File: src/rtl/clock_link_pkg.sv
// Shared definitions for the serial counter link: FSM encodings, framing
// constants and the bit-period helper.
package clock_link_pkg;

  typedef enum logic [1:0] {
    B_IDLE,
    B_START,
    B_DATA,
    B_STOP
  } byte_state_e;

  typedef enum logic [1:0] {
    P_IDLE,
    P_COLLECT,
    P_DONE,
    P_ABORT
  } pkt_state_e;

  localparam int unsigned FRAME_BYTES = 5;
  localparam int unsigned DATA_BITS   = 8;

  function automatic int unsigned bit_cycles(input int unsigned clk_freq,
                                             input int unsigned baud);
    return clk_freq / baud;
  endfunction

endpackage

File: src/rtl/serial_byte_receiver.sv
// 8N1 byte deserializer: RxD synchronizer, bit timer and byte engine.
// Emits one-cycle byte_valid/byte_err strobes at the stop-bit sample.
module serial_byte_receiver
  import clock_link_pkg::*;
#(
  parameter int unsigned BIT_CYCLES = 434
) (
  input  logic       clk_i,
  input  logic       rst_i,
  input  logic       rx_i,
  output logic [7:0] byte_data_o,
  output logic       byte_valid_o,
  output logic       byte_err_o,
  output logic       rx_idle_o
);

  localparam int unsigned TW = (BIT_CYCLES > 2) ? $clog2(BIT_CYCLES) : 1;
  localparam logic [TW-1:0] HALF_LOAD = TW'(BIT_CYCLES / 2 - 1);
  localparam logic [TW-1:0] FULL_LOAD = TW'(BIT_CYCLES - 1);

  byte_state_e   state_q, state_d;
  logic          rx_meta_q, rx_sync_q, rx_prev_q;
  logic [TW-1:0] timer_q, timer_d;
  logic [2:0]    bit_idx_q, bit_idx_d;
  logic [7:0]    shift_q, shift_d;
  logic          tick;

  assign tick = (timer_q == '0);

  always_ff @(posedge clk_i) begin
    if (rst_i) begin
      state_q   <= B_IDLE;
      rx_meta_q <= 1'b1;
      rx_sync_q <= 1'b1;
      rx_prev_q <= 1'b1;
      timer_q   <= '0;
      bit_idx_q <= '0;
      shift_q   <= '0;
    end else begin
      state_q   <= state_d;
      rx_meta_q <= rx_i;
      rx_sync_q <= rx_meta_q;
      rx_prev_q <= rx_sync_q;
      timer_q   <= timer_d;
      bit_idx_q <= bit_idx_d;
      shift_q   <= shift_d;
    end
  end

  always_comb begin
    state_d   = state_q;
    timer_d   = timer_q;
    bit_idx_d = bit_idx_q;
    shift_d   = shift_q;
    case (state_q)
      B_IDLE: begin
        if (rx_prev_q && !rx_sync_q) begin
          state_d = B_START;
          timer_d = HALF_LOAD;
        end
      end
      B_START: begin
        if (!tick) begin
          timer_d = timer_q - 1'b1;
        end else if (rx_sync_q) begin
          state_d = B_IDLE;
        end else begin
          state_d   = B_DATA;
          timer_d   = FULL_LOAD;
          bit_idx_d = '0;
        end
      end
      B_DATA: begin
        if (!tick) begin
          timer_d = timer_q - 1'b1;
        end else begin
          shift_d = {rx_sync_q, shift_q[7:1]};
          timer_d = FULL_LOAD;
          if (bit_idx_q == 3'(DATA_BITS - 1)) state_d = B_STOP;
          else bit_idx_d = bit_idx_q + 3'd1;
        end
      end
      B_STOP: begin
        // Return to idle at the mid-stop sample so a back-to-back start edge is seen.
        if (!tick) timer_d = timer_q - 1'b1;
        else state_d = B_IDLE;
      end
      default: state_d = B_IDLE;
    endcase
  end

  always_comb begin
    byte_data_o  = shift_q;
    byte_valid_o = (state_q == B_STOP) && tick && rx_sync_q;
    byte_err_o   = (state_q == B_STOP) && tick && !rx_sync_q;
    rx_idle_o    = (state_q == B_IDLE);
  end

endmodule

File: src/rtl/clock_receiver.sv
// Receive end of the serial counter link: assembles header + 32-bit counter
// (LSB first) from received bytes, with header filtering and inter-byte timeout.
module clock_receiver
  import clock_link_pkg::*;
#(
  parameter int unsigned CLK_FREQ       = 50000000,
  parameter int unsigned BAUD           = 115200,
  parameter logic [7:0]  EXPECT_HEADER  = 8'h00,
  parameter int unsigned TIMEOUT_CYCLES = 10 * bit_cycles(CLK_FREQ, BAUD) * 4
) (
  input  logic        clk,
  input  logic        rst,
  input  logic        RxD,
  output logic [31:0] counter_out,
  output logic [7:0]  header_out,
  output logic        frame_valid,
  output logic        frame_err,
  output logic        busy
);

  localparam int unsigned BIT_CYCLES = bit_cycles(CLK_FREQ, BAUD);
  localparam logic [1:0]  LAST_IDX   = 2'(FRAME_BYTES - 2);

  logic [7:0] byte_data;
  logic       byte_valid, byte_err, rx_idle;

  serial_byte_receiver #(
    .BIT_CYCLES(BIT_CYCLES)
  ) u_byte_rx (
    .clk_i       (clk),
    .rst_i       (rst),
    .rx_i        (RxD),
    .byte_data_o (byte_data),
    .byte_valid_o(byte_valid),
    .byte_err_o  (byte_err),
    .rx_idle_o   (rx_idle)
  );

  pkt_state_e  state_q, state_d;
  logic [1:0]  cnt_q, cnt_d;
  logic [7:0]  hdr_q, hdr_d;
  logic [31:0] acc_q, acc_d;
  logic [31:0] tmo_q, tmo_d;
  logic [31:0] counter_q, counter_d;
  logic [7:0]  header_q, header_d;
  logic        frame_valid_q, frame_valid_d;
  logic        frame_err_q, frame_err_d;

  always_ff @(posedge clk) begin
    if (rst) begin
      state_q       <= P_IDLE;
      cnt_q         <= '0;
      hdr_q         <= '0;
      acc_q         <= '0;
      tmo_q         <= '0;
      counter_q     <= '0;
      header_q      <= '0;
      frame_valid_q <= 1'b0;
      frame_err_q   <= 1'b0;
    end else begin
      state_q       <= state_d;
      cnt_q         <= cnt_d;
      hdr_q         <= hdr_d;
      acc_q         <= acc_d;
      tmo_q         <= tmo_d;
      counter_q     <= counter_d;
      header_q      <= header_d;
      frame_valid_q <= frame_valid_d;
      frame_err_q   <= frame_err_d;
    end
  end

  always_comb begin
    state_d = state_q;
    cnt_d   = cnt_q;
    hdr_d   = hdr_q;
    acc_d   = acc_q;
    tmo_d   = tmo_q;
    case (state_q)
      P_IDLE: begin
        tmo_d = '0;
        if (byte_valid && byte_data != '0 &&
            (EXPECT_HEADER == '0 || byte_data == EXPECT_HEADER)) begin
          hdr_d   = byte_data;
          cnt_d   = '0;
          state_d = P_COLLECT;
        end
      end
      P_COLLECT: begin
        // A byte landing on the expiry cycle wins over the timeout.
        if (byte_valid) begin
          acc_d[{cnt_q, 3'b000} +: 8] = byte_data;
          cnt_d = cnt_q + 2'd1;
          tmo_d = '0;
          if (cnt_q == LAST_IDX) state_d = P_DONE;
        end else if (byte_err) begin
          state_d = P_ABORT;
        end else if (tmo_q >= TIMEOUT_CYCLES) begin
          state_d = P_ABORT;
        end else if (rx_idle) begin
          tmo_d = tmo_q + 32'd1;
        end
      end
      P_DONE, P_ABORT: begin
        tmo_d   = '0;
        state_d = P_IDLE;
      end
      default: state_d = P_IDLE;
    endcase
  end

  always_comb begin
    frame_valid_d = (state_q == P_DONE);
    frame_err_d   = (state_q == P_ABORT);
    counter_d     = (state_q == P_DONE) ? acc_q : counter_q;
    header_d      = (state_q == P_DONE) ? hdr_q : header_q;
    busy          = (state_q == P_COLLECT);
  end

  assign counter_out = counter_q;
  assign header_out  = header_q;
  assign frame_valid = frame_valid_q;
  assign frame_err   = frame_err_q;

endmodule
File: config.mk
export PLATFORM = sky130hd
export DESIGN_NAME = clock_receiver
export DESIGN_NICKNAME = d
export VERILOG_FILES = /design/src/rtl/clock_link_pkg.sv /design/src/rtl/serial_byte_receiver.sv /design/src/rtl/clock_receiver.sv
export SDC_FILE = /design/constraint.sdc
export NUM_CORES = 1
export LEC_CHECK = 0
export ABC_CLOCK_PERIOD_IN_PS = 2900
export CORE_UTILIZATION = 52
export DETAILED_ROUTE_END_ITERATION = 6
export PLACE_DENSITY_LB_ADDON = 0.3
export SLEW_MARGIN = 20
export SYNTH_ARGS = -nofsm -noshare
export SYNTH_HDL_FRONTEND = slang
export SYNTH_HIERARCHICAL = 1
export SYNTH_SLANG_ARGS = --single-unit
File: constraint.sdc
create_clock -name clk -period 2.9 [get_ports clk]
set_input_delay 0.435 -clock clk [delete_from_list [all_inputs] [get_ports clk]]
set_output_delay 0.435 -clock clk [all_outputs]
set_load 0.05 [all_outputs]
==> flow_summary.ini <==
[routing]
wl_um = 13200
num_vias = 5040
drtPass1Iterations = 5
dr_wl_met3_um = 631
vias_per_cell = 5.65
wl_met1_um = 6100
drc_errors = 0
top_layer = met4
wl_per_cell_um = 14.7
drt_iter0_markers = 341
postRouteAntennaNets = 0
dr_wl_met2_um = 6190

[setup_path]
startpoint_type = flip-flop
path_cells = inv_1, ha_2, or3b_4, nor3_4, nand2_1, nor2_1, nor4_2, nand3_2, or4b_4, buf_4, or3_1, a21oi_2
cp_top_family = simple AND/OR/NAND/NOR gates
critPathBufInv = 2
cp.required_ns = 3.37
cp_slowest_cell = or4b_4
critPathArrivalTime_ns = 3.25
crit_path_max_incr_delay_ns = 0.60
critical_path.endpoint_type = flip-flop
crit_fanout = 8
path_class = flip-flop to flip-flop

[timing]
fin_crit_sh = 0.961
max_slew_margin = 0.430
layout_setup_ws_ns = 0.113
hold_viol_final = 0
rsz0062_at_grt = true
whs_ns = 0.311
min_period_ns = 2.79
fin_tns_setup_ns = 0
max_freq_ghz = 0.359
worst_slew_pin_slew_ns = 0.853
slew_viol_final = 0
clock_skew_ns = 0.00862
setup_violations = 0

[final_layout]
syn_to_final_growth_pct = 22.1
final_area_um2 = 7090
stdcell_count = 892
num-nets-final = 758
drive_above_1_share = 0.101
diodes = 0
n_fill_cell = 892
post-route-util = 0.652

[synth]
ys.flop_type = dfxtp_1
syn_area_per_cell_um2 = 8.39
synthTopCellsByCount = nand2_1 (153), dfxtp_1 (143), a21oi_1 (102)
synth_edf_count = 0
seq_area_frac_synth = 0.493
syn-num-nets = 711
async_flop_share = 0
synth_cell_types = 58
synth_area_um2 = 5810
yosysMostFrequentCell = nand2_1
synth_top_area_frac = 0.493
synth-seq-cells = 143
synth_top_area_cell = dfxtp_1
yosysWarningCount = 6
ys_top_cells_by_area = dfxtp_1 (49%), nand2_1 (9.9%), a21oi_1 (8.8%), nand3_1 (3.8%), ha_1 (3.2%)
syn_inst = 693

[clock_tree]
hold_buffers = 0
clk_pin_slew_ns = 0.06
cts_tree = built
clock-sinks = 143
clockBufferDepth = 2
cts-htree-levels = 4
cts_buffers = 17
clk_latency_ns = 0.54
cts_root_buffer = clkbuf_8

[floorplan]
core-area_um2 = 10900
die_w_um = 108
fp.dieH_um = 108
ios = 46
dieArea_um2 = 11600
start_util = 0.534
std_cell_rows = 38

[placed_design]
globalplace.congestion = 0.861
dp_hpwl_um = 8490
place_area_um2 = 6420
numPortBuffers = 45
place_inst = 858
dp_slack_ns = 0.119

[power]
power_frac_seq = 0.414
clockPowerShare = 0.466
intPower_mw = 3.66
p_switching_mw = 1.20
p_leak_nw = 2.52
power_mw = 4.86
peakVddDrop_mv = 0.439
swShare = 0.247
p_comb_frac = 0.119
power_per_cell_area_nw_per_um2 = 685

[flow_run]
maxCapViolCount = 0

[grt]
grt_pass1_wl_um = 21900
track_usage = 0.239
antenna_found_initial = 0
grt_pass1_vias = 4734
gr-total-overflow = 0
grt_max_degree = 75

[min_path]
min_path_type = primary input to flip-flop

[run_status]
status = completed
logic make-up after synthesis:
group / count (synthesis) / synth area share
DFF: 143 / 0.493
xor gates and xnor gates: 1 / 0.00151
muxes: 11 / 0.0189
and+or+nand+nor: 325 / 0.277
AOI/OAI and AO/OA: 144 / 0.141
buffers and inverters: 54 / 0.0370
adders and majority gates: 15 / 0.0323
cell type report:
class / count / area (um^2) / share of cell area
sequential: 143 / 2870 / 0.404
multi-input combinational: 497 / 2780 / 0.392
timing repair buffer: 66 / 606 / 0.0854
clock inverter: 9 / 158 / 0.0222
tap: 140 / 175 / 0.0247
inverter: 15 / 56.3 / 0.00794
clock buffer: 22 / 453 / 0.0638
layout by cell type, fill, tap and decap left out, types with 5 or more instances in the layout:
| cell | count |
|---|---|
| clkdlybuf4s50_1 | 44 |
| nand4_1 | 7 |
| or3_1 | 9 |
| nor3b_1 | 5 |
| nand3_1 | 43 |
| a21oi_1 | 99 |
| nand2b_1 | 5 |
| clkbuf_16 | 16 |
| nor3_1 | 12 |
| or2_2 | 5 |
| mux2i_1 | 11 |
| buf_4 | 22 |
| dfxtp_1 | 141 |
| o31ai_1 | 5 |
| o21ai_0 | 11 |
| inv_1 | 15 |
| or4_1 | 6 |
| and2_1 | 19 |
| and3_1 | 6 |
| nor4_1 | 7 |
| ha_1 | 14 |
| nand2_1 | 153 |
| nor2_1 | 25 |
per-layer routing:
layer  global-route usage  vias to the layer above
met4               0.0910                        0
met2                0.393                      147
met5                    0                        -
li1                     -                     2495
met3               0.0557                       24
met1                0.304                     2374
worst register-to-register path, delay by kind of cell (launching register included):
family,cells,cell delay (ns)
AOI/OAI and AO/OA,1,0.12
buffers and inverters,2,0.24
and+or+nand+nor,8,1.79
DFF,1,0.35
adders and majority gates,1,0.19
state kept, by name, summed over array words and instances (netlist names), 3 cells and up, named ones only:
signal,count
acc_q,32
counter_out,32
tmo_q,32
u_byte_rx/timer_q,9
hdr_q,8
header_out,8
u_byte_rx/byte_data_o,8
u_byte_rx/bit_idx_q,3
power groups by stage:
stage / combinational (mW) / clock [mW] / sequential, mW
6_report: 0.581 / 2.27 / 2.01
5_1_grt: 0.622 / 2.37 / 2.02
4_1_cts: 0.550 / 2.28 / 2.01
3_5_place_dp: 0.545 / 0 / 2.06
3_3_place_gp: 0.548 / 0 / 2.06
2_1_floorplan: 0.388 / 0 / 2.06
final timing paths:
check / from / end / slack, ns / depth (start not counted)
worst max register to register: u_byte_rx/timer_q[0] / tmo_q[5] / 0.11 / 12
worst min-delay path: rst / hdr_q[2] / 0.31 / 2
worst max-delay path: u_byte_rx/timer_q[0] / tmo_q[5] / 0.11 / 12
worst min register to register: u_byte_rx/rx_meta_q / u_byte_rx/rx_sync_q / 0.41 / 1
what timing repair did:
action	4_1_cts	5_1_grt
pin swaps	1	4
endpoints found under the setup margin	2	15
cloned	0	1
gates resized for setup	0	11
setup buffers	0	2
No activity file was read; power rests on OpenSTA's default activity.
